### config.mk
export PLATFORM = sky130hd
export DESIGN_NAME = fetch_unit
export DESIGN_NICKNAME = d
export VERILOG_FILES = /design/src/rtl/cpu_pkg.sv /design/src/rtl/pc_reg.sv /design/src/rtl/fetch_unit.sv
export SDC_FILE = /design/constraint.sdc
export NUM_CORES = 1
export LEC_CHECK = 0
export CORE_AREA = 8 8 80 82
export CTS_CLUSTER_DIAMETER = 100
export DETAILED_ROUTE_END_ITERATION = 8
export DIE_AREA = 0 0 88 90
export PLACE_DENSITY = 0.87
export SLEW_MARGIN = 20
export SYNTH_ARGS = -nofsm -noshare
export SYNTH_HDL_FRONTEND = slang
export SYNTH_SLANG_ARGS = --single-unit
### constraint.sdc
create_clock -name clk -period 3.4 [get_ports clk]
set_input_delay 0.68 -clock clk [delete_from_list [all_inputs] [get_ports clk]]
set_output_delay 0.68 -clock clk [all_outputs]
set_load 0.01 [all_outputs]
### src/rtl/cpu_pkg.sv
// Shared definitions for the microprocessor datapath blocks: default
// widths, the fetch NOP word and the fetch-handshake state encoding.
package cpu_pkg;

    localparam int CPU_ADDR_W  = 8;
    localparam int CPU_INSTR_W = 16;

    localparam logic [CPU_INSTR_W-1:0] CPU_NOP_WORD = '0;

    typedef enum logic {
        IDLE = 1'b0,
        WAIT = 1'b1
    } fetch_state_e;

endpackage

### src/rtl/pc_reg.sv
// Program counter with next-pc selection (sequential step, branch redirect,
// natural wrap at 2^ADDR_W) and a pending-update slot used to defer a PC
// advance that arrives while an instruction read is still outstanding.
module pc_reg
    import cpu_pkg::*;
#(
    parameter int ADDR_W   = CPU_ADDR_W,
    parameter int RESET_PC = 0,
    parameter int PC_STEP  = 1
) (
    input  logic              clk,
    input  logic              reset,
    input  logic              pc_enable,
    input  logic              branch_taken,
    input  logic [ADDR_W-1:0] branch_target,
    input  logic              in_wait,
    input  logic              complete,
    output logic [ADDR_W-1:0] pc,
    output logic [ADDR_W-1:0] pc_next,
    output logic              pc_update
);

    logic [ADDR_W-1:0] pc_q, pc_d;
    logic [ADDR_W-1:0] pend_q, pend_d;
    logic              pend_valid_q, pend_valid_d;
    logic [ADDR_W-1:0] target;

    // Candidate new PC for this cycle; the adder truncates so the PC wraps.
    always_comb begin
        target = branch_taken ? branch_target : pc_q + ADDR_W'(PC_STEP);
    end

    // Apply updates immediately in IDLE; in WAIT park them until the read ends.
    always_comb begin
        pc_d         = pc_q;
        pend_d       = pend_q;
        pend_valid_d = pend_valid_q;
        pc_update    = 1'b0;
        if (!in_wait) begin
            if (pc_enable) begin
                pc_d      = target;
                pc_update = 1'b1;
            end
        end else if (complete) begin
            pend_valid_d = 1'b0;
            if (pc_enable) begin
                pc_d      = target;
                pc_update = 1'b1;
            end else if (pend_valid_q) begin
                pc_d      = pend_q;
                pc_update = 1'b1;
            end
        end else if (pc_enable) begin
            pend_d       = target;
            pend_valid_d = 1'b1;
        end
    end

    // PC and pending-slot registers.
    always_ff @(posedge clk) begin
        if (reset) begin
            pc_q         <= ADDR_W'(RESET_PC);
            pend_q       <= '0;
            pend_valid_q <= 1'b0;
        end else begin
            pc_q         <= pc_d;
            pend_q       <= pend_d;
            pend_valid_q <= pend_valid_d;
        end
    end

    assign pc      = pc_q;
    assign pc_next = pc_d;

endmodule

### src/rtl/fetch_unit.sv
// Instruction fetch responder for the control-unit sequencer: issues the
// instruction-memory read on load_enable, waits for the ack with a bounded
// timeout, latches the instruction register and reports busy/error status.
module fetch_unit
    import cpu_pkg::*;
#(
    parameter int                  ADDR_W   = CPU_ADDR_W,
    parameter int                  INSTR_W  = CPU_INSTR_W,
    parameter int                  RESET_PC = 0,
    parameter int                  PC_STEP  = 1,
    parameter int                  TIMEOUT  = 15,
    parameter logic [INSTR_W-1:0]  NOP_WORD = INSTR_W'(CPU_NOP_WORD)
) (
    input  logic               clk,
    input  logic               reset,
    input  logic               load_enable,
    input  logic               pc_enable,
    input  logic               branch_taken,
    input  logic [ADDR_W-1:0]  branch_target,
    output logic               imem_req,
    output logic [ADDR_W-1:0]  imem_addr,
    input  logic               imem_ack,
    input  logic [INSTR_W-1:0] imem_rdata,
    output logic [ADDR_W-1:0]  pc,
    output logic [INSTR_W-1:0] instr,
    output logic               instr_valid,
    output logic               fetch_busy,
    output logic               fetch_err
);

    fetch_state_e       state_q, state_d;
    logic               req_q, req_d;
    logic [ADDR_W-1:0]  addr_q, addr_d;
    logic               busy_q, busy_d;
    logic [INSTR_W-1:0] instr_q, instr_d;
    logic               valid_q, valid_d;
    logic               err_q, err_d;
    logic [7:0]         cnt_q, cnt_d;

    logic               timeout_hit;
    logic               read_done;
    logic [ADDR_W-1:0]  pc_next;
    logic               pc_update;

    // The last counted WAIT cycle without an ack aborts the read.
    always_comb begin
        timeout_hit = (cnt_q == 8'(TIMEOUT - 1));
        read_done   = (state_q == WAIT) && (imem_ack || timeout_hit);
    end

    pc_reg #(
        .ADDR_W   (ADDR_W),
        .RESET_PC (RESET_PC),
        .PC_STEP  (PC_STEP)
    ) u_pc_reg (
        .clk           (clk),
        .reset         (reset),
        .pc_enable     (pc_enable),
        .branch_taken  (branch_taken),
        .branch_target (branch_target),
        .in_wait       (state_q == WAIT),
        .complete      (read_done),
        .pc            (pc),
        .pc_next       (pc_next),
        .pc_update     (pc_update)
    );

    // Handshake FSM: issue from IDLE, then finish on ack (preferred) or timeout.
    always_comb begin
        state_d = state_q;
        req_d   = req_q;
        addr_d  = addr_q;
        busy_d  = busy_q;
        instr_d = instr_q;
        valid_d = valid_q;
        err_d   = err_q;
        cnt_d   = cnt_q;
        case (state_q)
            IDLE: begin
                if (pc_update) begin
                    valid_d = 1'b0;
                end
                if (load_enable) begin
                    state_d = WAIT;
                    req_d   = 1'b1;
                    addr_d  = pc_next;
                    busy_d  = 1'b1;
                    valid_d = 1'b0;
                    cnt_d   = '0;
                end
            end
            WAIT: begin
                if (imem_ack) begin
                    state_d = IDLE;
                    req_d   = 1'b0;
                    busy_d  = 1'b0;
                    instr_d = imem_rdata;
                    valid_d = !pc_update;
                end else if (timeout_hit) begin
                    state_d = IDLE;
                    req_d   = 1'b0;
                    busy_d  = 1'b0;
                    instr_d = NOP_WORD;
                    valid_d = !pc_update;
                    err_d   = 1'b1;
                end else begin
                    cnt_d = cnt_q + 8'd1;
                end
            end
            default: begin
                state_d = IDLE;
            end
        endcase
    end

    // Registered outputs and FSM state.
    always_ff @(posedge clk) begin
        if (reset) begin
            state_q <= IDLE;
            req_q   <= 1'b0;
            addr_q  <= '0;
            busy_q  <= 1'b0;
            instr_q <= '0;
            valid_q <= 1'b0;
            err_q   <= 1'b0;
            cnt_q   <= '0;
        end else begin
            state_q <= state_d;
            req_q   <= req_d;
            addr_q  <= addr_d;
            busy_q  <= busy_d;
            instr_q <= instr_d;
            valid_q <= valid_d;
            err_q   <= err_d;
            cnt_q   <= cnt_d;
        end
    end

    assign imem_req    = req_q;
    assign imem_addr   = addr_q;
    assign fetch_busy  = busy_q;
    assign instr       = instr_q;
    assign instr_valid = valid_q;
    assign fetch_err   = err_q;

endmodule

==> qor.csv, run 1 <==
stage,metric,value,unit
global_routing,met3 Usage GRT,0.0801,
sta,minimum clock period,2.33,ns
power,combinational power share,0.182,
cells_and_area,NumNets Final,391,
power,Lkg Pwr,1.19,nW
place,dpl ws,0.770,ns
power,switch share,0.260,
power,P_int,1.02,mW
sta,period utilisation layout,0.686,
sta,final worst slack,1.07,ns
yosys,synthesized area,2580,µm²
yosys,Post-Syn Area per Cell,8.50,µm²
cells_and_area,Largest register FFs,16,
yosys,Cells after Synth,303,
yosys,Synthesis Warnings,0,
yosys,Synth Flop Type,dfxtp_1,
sta,TNS Setup,0,ns
cts,H-tree depth,2,
floorplanning,die height,90,µm
sta,Max Clock Freq,429,MHz
worst_hold_path,worst min-delay path category,flop to flop,
cts,CTS tree,yes,
place,DP Cell Count,423,
power,Worst VDD drop,0.224,mV
cts,TritonCTS buffer count,5,
worst_setup_path,startpoint class of the critical path,primary input,
global_routing,initial antenna violation count,0,
yosys,synthesized net count,336,
cells_and_area,Ant. Diodes,0,
cts,maximum clock path buffer count,2,
global_routing,gr usage total,0.182,
power,Clock Power Share,0.320,
cells_and_area,layout cells sized above 1,0.0585,
sta,Final Skew,0.00529,ns
sta,RSZ-0062 raised after global routing,no,
worst_setup_path,worst-path fanout max,14,
worst_setup_path,critical path type,primary input to flop,
cts,clk root buf,clkbuf_8,
worst_setup_path,crit path DAT,2.57,ns
yosys,"FF+latch count, synth",53,
global_routing,grt met1 use,0.209,
sta,smallest hold slack,0.459,ns
cells_and_area,Layout fillers,443,
floorplanning,Core Area,5240,µm²
cts,CTS Hold Bufs,0,
sta,"Slew Viols, Final",0,
cells_and_area,"Cell Count, Final, Fillers Out",431,
job,Max Cap Viol,0,
sta,Max-slew headroom,0.504,
worst_setup_path,Crit. End Element,flop,
global_routing,most used routing layer,met2,
route,Vias,2522,
floorplanning,Initial Util,0.492,
floorplanning,Die Width,88,µm
yosys,number of synthesized flops with an enable pin,0,
route,Routed WL per cell,16.4,µm
cts,clk_lat worst skew,0.31,ns
worst_setup_path,"Data required, critical path",3.64,ns
cts,"Gates resized, CTS repair",0,
sta,# setup viols final,0,
cts,# Post-CTS Setup Buffers,0,
floorplanning,Die Area,7920,µm²
floorplanning,row count,27,
cts,clk slew on worst S/H paths,0.09,ns
place,IO Port Bufs,65,
route,antenna-violating nets left,0,
yosys,post-synthesis sequential area ratio,0.412,
route,DRT iter0 DRCs,194,
status,status,"finished, final reports clean",
place,HPWL after DPL,5.20,mm
route,DRC,0,
route,drt first pass iters,4,
power,P_sw,0.357,mW
yosys,ys async rst share,0,
global_routing,first-pass GRT wire length,11.7,mm
route,WL final,7.07,mm
global_routing,met2 global-route usage,0.282,
cts,clk sink count,53,
floorplanning,I/O pins,66,
global_routing,largest net degree at the start of global routing,20,
power,pwr dens,408,nW/µm²
yosys,Yosys cell types,52,
cells_and_area,Syn-to-layout area delta,30.8,%
global_routing,vias in the first global route,2521,
sta,worst-margin pin slew,0.743,ns
global_routing,GRT Residual Overflow,0,
sta,Fin. Hold Viols,0,
route,Vias/cell,5.85,
power,Seq pwr share,0.498,
place,GP Congestion,0.953,
## through the flow
stage / instance area (µm²) / power [mW] / utilization
2_1_floorplan: 2580 / 0.827 / -
3_3_place_gp: 3250 / 0.940 / 0.621
3_5_place_dp: 3250 / 0.946 / 0.621
4_1_cts: 3370 / 1.38 / 0.643
5_1_grt: 3370 / 1.44 / 0.643
6_report: 3370 / 1.37 / 0.643
## final timing paths
kind / slack [ns] / end / cells after the start / startpoint
max: 1.07 / imem_addr[5] / 6 / pc_enable
min: 0.46 / imem_addr[4] / 2 / imem_addr[4]
max reg2reg: 1.17 / u_pc_reg.pend_q[5] / 7 / cnt_q[0]
min reg2reg: 0.46 / imem_addr[4] / 2 / imem_addr[4]
## critical path: stages
cell	delay (ns)
clkdlybuf4s50_1	0.75
nand2b_1	0.23
or4_1	0.44
a31oi_1	0.24
nand2_1	0.09
a21oi_1	0.13
## logic make-up after synthesis
kind of cell,after synthesis,share of synthesized area
buffers and inverters,27,0.0476
adder cells (fa/ha/maj),3,0.0146
multiplexers,10,0.0393
XOR/XNOR,8,0.0272
AO/OA/AOI/OAI,100,0.266
AND/OR/NAND/NOR,102,0.194
flip-flops,53,0.412
## layer usage
layer  part of all wire  up-vias
li1                   -     1214
met1               0.43     1159
met2               0.44      132
met3               0.11       17
met4              0.024        0
met5                  0        -
## power by group through the flow
stage          clock network, mW  registers [mW]  logic, mW
2_1_floorplan                  0           0.693      0.133
3_3_place_gp                   0           0.696      0.244
3_5_place_dp                   0           0.697      0.249
4_1_cts                    0.448           0.683      0.250
5_1_grt                    0.475           0.688      0.273
6_report                   0.439           0.684      0.250
## layout make-up
cell class	instances	area (µm²)	area share
clock buffers	7	86.3	0.0256
repair buffers	70	688	0.204
inverters	5	18.8	0.00557
well taps	72	90.1	0.0267
multi-input cells	223	1400	0.414
flip-flops and latches	53	1060	0.315
clock inverters	1	30.0	0.00891
## cells in the mapped netlist, types with 2 or more instances
library cell	instances	area, µm²
buf_2	5	25.0
o21ai_0	14	70.1
and2_1	3	18.8
o22ai_1	4	25.0
o2111ai_1	2	17.5
a311oi_1	2	17.5
clkbuf_1	13	48.8
nand3_1	9	45.0
a21oi_1	28	140
nor2_1	30	113
dfxtp_1	53	1060
o21a_1	3	22.5
o211ai_1	10	75.1
a22o_1	16	140
a22oi_1	3	22.5
nor2b_1	2	12.5
a211oi_1	6	45.0
nand4b_1	2	17.5
mux2i_1	9	90.1
a41oi_1	2	17.5
nand2_1	29	109
or4_1	2	15.0
and3_1	3	18.8
ha_1	3	37.5
a31oi_1	2	12.5
inv_1	4	15.0
xnor2_1	5	43.8
nor3_1	5	25.0
nand2b_1	7	43.8
xor2_1	3	26.3
nand4_1	2	12.5
buf_4	2	15.0
## cells in the final DEF, fill, tap and decap left out, drive strengths merged, types with 3 or more instances in the layout
| master | Yosys | layout |
|---|---|---|
| a211oi | 6 | 6 |
| a21oi | 29 | 29 |
| a22o | 16 | 16 |
| a22oi | 3 | 3 |
| and2 | 4 | 4 |
| and3 | 3 | 3 |
| buf | 9 | 5 |
| clkbuf | 13 | 7 |
| clkdlybuf4s50 | 0 | 65 |
| dfxtp | 53 | 53 |
| ha | 3 | 3 |
| inv | 4 | 4 |
| mux2i | 9 | 9 |
| nand2 | 29 | 29 |
| nand2b | 7 | 7 |
| nand3 | 10 | 10 |
| nor2 | 31 | 31 |
| nor3 | 5 | 5 |
| o211ai | 10 | 10 |
| o21a | 3 | 3 |
| o21ai | 15 | 15 |
| o22ai | 4 | 4 |
| xnor2 | 5 | 5 |
| xor2 | 3 | 3 |
Note: power is estimated with default switching activity, not from simulation.
==> inputs of run 2 (changes only) <==
CORE_AREA = 8 8 86 88   (was 8 8 80 82)
DIE_AREA = 0 0 94 96   (was 0 0 88 90)
PLACE_DENSITY = 0.79   (was 0.87)
clock period = 1.9 ns   (was 3.4 ns; I/O delays follow)
==> qor.csv, run 2 (synthesized netlist as in run 1, its figures left out) <==
stage,metric,value,unit
sta,worst-margin pin slew,0.947,ns
job,Max Cap Viol,0,
floorplanning,I/O pins,66,
cts,clk root buf,clkbuf_8,
cells_and_area,post-route cell area,3710,µm²
cts,clk sink count,53,
worst_hold_path,worst min-delay path category,flop to flop,
cells_and_area,Largest register FFs,16,
power,Worst VDD drop,0.437,mV
worst_setup_path,worst-path fanout max,18,
route,DRC,0,
worst_setup_path,critical path type,flop to flop,
global_routing,first-pass GRT wire length,12.5,mm
power,Lkg Pwr,1.40,nW
worst_setup_path,slowest cell on the critical path,dfxtp_2,
worst_setup_path,startpoint class of the critical path,flop,
cells_and_area,"most common cell after layout, fill and taps aside",clkdlybuf4s50_1,
cells_and_area,Ant. Diodes,0,
global_routing,initial antenna violation count,0,
floorplanning,row count,29,
cells_and_area,Layout fillers,546,
sta,"Slew Viols, Final",0,
status,status,"finished, final reports clean",
cts,CTS tree,yes,
global_routing,most used routing layer,met2,
cells_and_area,NumNets Final,431,
global_routing,gr usage total,0.170,
global_routing,met2 global-route usage,0.274,
global_routing,met3 Usage GRT,0.0562,
route,drt first pass iters,4,
place,GP Congestion,0.911,
worst_setup_path,"Data required, critical path",2.11,ns
global_routing,largest net degree at the start of global routing,25,
floorplanning,Initial Util,0.423,
floorplanning,Die Width,94,µm
sta,TNS Setup,0,ns
sta,Fin. Hold Viols,0,
global_routing,GRT Residual Overflow,0,
sta,Max-slew headroom,0.366,
worst_setup_path,crit path DAT,2.01,ns
floorplanning,die height,96,µm
cells_and_area,most frequent cells in the layout,"clkdlybuf4s50_1 (65), dfxtp_1 (48), buf_4 (43)",
worst_setup_path,crit-path max cell delay,0.36,ns
route,Vias,2652,
sta,period utilisation layout,0.947,
sta,# setup viols final,0,
global_routing,vias in the first global route,2670,
cts,clk_lat worst skew,0.31,ns
route,Vias/cell,5.57,
power,pwr dens,684,nW/µm²
cts,CTS Hold Bufs,0,
floorplanning,Core Area,6100,µm²
route,DRT iter0 DRCs,201,
global_routing,grt met1 use,0.205,
worst_setup_path,Crit. End Element,flop,
place,DP Area,3540,µm²
route,Routed WL per cell,16.1,µm
cts,maximum clock path buffer count,2,
place,HPWL after DPL,5.56,mm
cts,TritonCTS buffer count,5,
floorplanning,Die Area,9020,µm²
sta,RSZ-0062 raised after global routing,yes,
route,antenna-violating nets left,0,
worst_setup_path,worst path cell trace,inv_1 -> ha_1 -> nand4b_1 -> o21ai_4 -> and2_4 -> nor2_2 -> buf_12 -> a22o_1,
sta,Final Skew,0.00926,ns
route,WL final,7.67,mm
sta,minimum clock period,1.80,ns
cells_and_area,layout cells sized above 1,0.170,
place,IO Port Bufs,65,
cells_and_area,Syn-to-layout area delta,44.0,%
sta,Max Clock Freq,556,MHz
cts,clk slew on worst S/H paths,0.10,ns
cts,H-tree depth,2,
run 2: cell count changes in the layout (fill, tap and decap cells not counted), sizes merged:
cell	change
clkinv	+1
inv	+1
clkbuf	-2
buf	+40
run 2: where the power goes:
part / switching, mW / internal, mW / total [mW] / leakage [nW]
Clock: 0.388 / 0.396 / 0.784 / 0.0585
Sequential: 0.0526 / 1.16 / 1.22 / 0.434
Combinational: 0.247 / 0.289 / 0.536 / 0.903
run 2: per-stage QoR:
step | hold WS, ns | utilization | instances | setup WS [ns] | total power, mW
3_3_place_gp | 0.445 | 0.580 | 462 | -0.105 | 1.75
3_5_place_dp | 0.447 | 0.580 | 462 | -0.153 | 1.76
2_1_floorplan | 0.449 | - | 303 | 0.150 | 1.48
6_report | 0.460 | 0.608 | 476 | 0.101 | 2.54
4_1_cts | 0.462 | 0.599 | 470 | 0.0177 | 2.53
5_1_grt | 0.491 | 0.608 | 476 | -0.0209 | 2.65
run 2: area by class of cell:
type                       instances  area [µm²]  area share
multi-input combinational        223        1400       0.378
timing repair buffer             110        1010       0.273
tap                               77        96.3      0.0260
sequential                        53        1070       0.288
clock inverter                     3        43.8      0.0118
inverter                           5        18.8     0.00506
clock buffer                       5        68.8      0.0186
run 2: repair_timing:
action                                  in CTS  in global routing
endpoints found under the setup margin       0                 36
setup buffers                                0                  6
resized for setup                            0                  8
run 2: routing by layer:
metal | share of wire | vias up
li1 | - | 1288
met1 | 0.44 | 1219
met4 | 0.020 | 0
met2 | 0.45 | 129
met5 | 0 | -
met3 | 0.092 | 16
run 2: final timing paths:
| path | startpoint | to | slack (ns) | depth (start not counted) |
|---|---|---|---|---|
| hold / removal | imem_addr[4] | imem_addr[4] | 0.46 | 2 |
| setup reg to reg | cnt_q[0] | instr[9] | 0.10 | 8 |
| hold reg to reg | imem_addr[4] | imem_addr[4] | 0.46 | 2 |
| setup / recovery | cnt_q[0] | instr[9] | 0.10 | 8 |
run 2: critical path, delay by kind of cell, from the launching register on:
| kind | cells | cell delay, ns |
|---|---|---|
| adders and majority gates | 1 | 0.18 |
| buffers and inverters | 2 | 0.20 |
| DFF | 1 | 0.36 |
| AOI/OAI and AO/OA | 2 | 0.50 |
| and+or+nand+nor | 3 | 0.46 |
==> inputs of run 3 (changes only) <==
MAX_ROUTING_LAYER = met4   (was default)
==> qor.csv, run 3 (synthesized netlist as in run 1, its figures left out) <==
stage,metric,value,unit
floorplanning,Initial Util,0.423,
cells_and_area,Layout fillers,563,
power,Pwr Total,2.45,mW
power,pwr dens,675,nW/µm²
worst_setup_path,Worst Path Buf+Inv,1,
global_routing,initial antenna violation count,0,
cts,H-tree depth,2,
cts,clk sink count,53,
worst_hold_path,hold endpoint,imem_addr[2],
sta,minimum clock period,1.78,ns
global_routing,largest net degree at the start of global routing,19,
job,Max Cap Viol,0,
sta,"Slew Viols, Final",0,
cells_and_area,Largest register FFs,16,
worst_setup_path,critical path type,flop to flop,
cts,maximum clock path buffer count,2,
place,DP Area,3510,µm²
worst_setup_path,R2R cell count,7,
global_routing,most used routing layer,met2,
worst_setup_path,RR Startpoint,cnt_q[1],
cells_and_area,post-route cell area,3640,µm²
sta,worst-margin pin slew,0.965,ns
floorplanning,Die Area,9020,µm²
route,antenna-violating nets left,0,
route,drt first pass iters,6,
global_routing,vias in the first global route,2600,
global_routing,grt met1 use,0.208,
floorplanning,Die Width,94,µm
worst_hold_path,worst min-delay path category,flop to flop,
worst_setup_path,startpoint class of the critical path,flop,
worst_setup_path,"CP delay by family, top",simple AND/OR/NAND/NOR gates,
floorplanning,die height,96,µm
floorplanning,row count,29,
route,DRT iter0 DRCs,251,
cells_and_area,Ant. Diodes,0,
global_routing,met3 Usage GRT,0.0460,
cells_and_area,most frequent cells in the layout,"clkdlybuf4s50_1 (65), dfxtp_1 (51), buf_4 (35)",
place,IO Port Bufs,65,
worst_setup_path,crit path DAT,1.99,ns
worst_setup_path,worst-path fanout max,18,
cts,TritonCTS buffer count,5,
worst_setup_path,"setup slack, reg-to-reg",0.12,ns
global_routing,gr usage total,0.173,
cts,clk slew on worst S/H paths,0.09,ns
worst_setup_path,worst path cell trace,ha_1 -> nand4b_1 -> o21ai_4 -> and2_4 -> nor2_2 -> buf_12 -> a22o_1,
sta,Final Skew,0.00421,ns
cells_and_area,"most common cell after layout, fill and taps aside",clkdlybuf4s50_1,
route,Vias/cell,5.62,
global_routing,first-pass GRT wire length,12.2,mm
worst_hold_path,hold path depth,2,
cells_and_area,register area,1060,µm²
worst_hold_path,worst hold start,imem_addr[2],
worst_setup_path,crit-path max cell delay,0.39,ns
power,Worst VDD drop,0.366,mV
route,Vias,2629,
global_routing,GRT Residual Overflow,0,
floorplanning,I/O pins,66,
place,HPWL after DPL,5.67,mm
route,DRC,0,
sta,Max Clock Freq,560,MHz
sta,RSZ-0062 raised after global routing,no,
sta,Max-slew headroom,0.354,
route,WL final,7.55,mm
worst_setup_path,Crit. End Element,flop,
global_routing,met2 global-route usage,0.274,
cts,clk root buf,clkbuf_8,
sta,period utilisation layout,0.939,
power,Lkg Pwr,1.34,nW
floorplanning,Core Area,6100,µm²
cells_and_area,layout cells sized above 1,0.143,
cts,CTS tree,yes,
place,GP Congestion,0.926,
route,Routed WL per cell,16.1,µm
cells_and_area,area of the multi-input gates,1400,µm²
cts,clk_lat worst skew,0.31,ns
cells_and_area,NumNets Final,423,
cells_and_area,Syn-to-layout area delta,41.2,%
status,status,"finished, final reports clean",
sta,Fin. Hold Viols,0,
sta,# setup viols final,0,
worst_setup_path,Reg-to-Reg End,instr[6],
worst_setup_path,slowest cell on the critical path,dfxtp_1,
worst_setup_path,"Data required, critical path",2.10,ns
==> run 3: cell count changes in the layout (fill, tap and decap cells not counted), sizes merged <==
| cell | previous run | this run |
|---|---|---|
| clkinv | 2 | 1 |
| bufinv | 1 | 0 |
| clkbuf | 5 | 7 |
| buf | 45 | 37 |
==> run 3: stage by stage <==
step	utilization	setup TNS (ns)	hold slack [ns]	instances	worst slack [ns]
3_3_place_gp	0.577	-1.77	0.444	459	-0.0858
5_1_grt	0.597	0	0.485	468	0.0144
4_1_cts	0.594	0	0.463	467	0.0170
6_report	0.597	0	0.465	468	0.116
2_1_floorplan	-	0	0.449	303	0.150
3_5_place_dp	0.577	-3.20	0.449	459	-0.157
==> run 3: cell type report <==
class	count	area share
clock buffer	7	0.0265
timing repair buffer	102	0.262
clock inverter	1	0.00241
sequential	53	0.292
multi-input combinational	223	0.385
inverter	5	0.00516
tap	77	0.0265
==> run 3: metal layers <==
layer,wire length [µm],vias up
li1,-,1277
met1,3490,1227
met2,3380,117
met3,595,8
met4,83,0
met5,0,-
==> run 3: repair_timing <==
item / in CTS / in global routing
resized for setup: 0 / 3
hold buffers: 0 / 0
setup endpoints to repair: 0 / 12
buffers inserted: 0 / 1
==> run 3: worst min-delay path: cells and delay by family (launching register included) <==
| kind | cells | cell delay (ns) |
|---|---|---|
| compound gates | 1 | 0.05 |
| flops | 1 | 0.32 |
| simple gates | 1 | 0.05 |
==> run 3: how the worst max path moves through the flow <==
stage | slack (ns) | from | end | cells after the start
floorplan | 0.15 | cnt_q[0] | u_pc_reg.pend_q[2] | 8
global placement | -0.09 | imem_ack | instr[8] | 4
detailed placement | -0.16 | imem_ack | instr[6] | 4
CTS | 0.02 | u_pc_reg.pc[5] | pc[5] | 1
global route | 0.01 | cnt_q[0] | u_pc_reg.pend_q[5] | 8
finish | 0.12 | cnt_q[1] | instr[6] | 7
==> run 3: power by group <==
group / switching [mW] / internal, mW / total [mW]
combinational: 0.248 / 0.284 / 0.532
clock: 0.373 / 0.337 / 0.710
sequential: 0.0500 / 1.16 / 1.21
total: 0.670 / 1.78 / 2.45
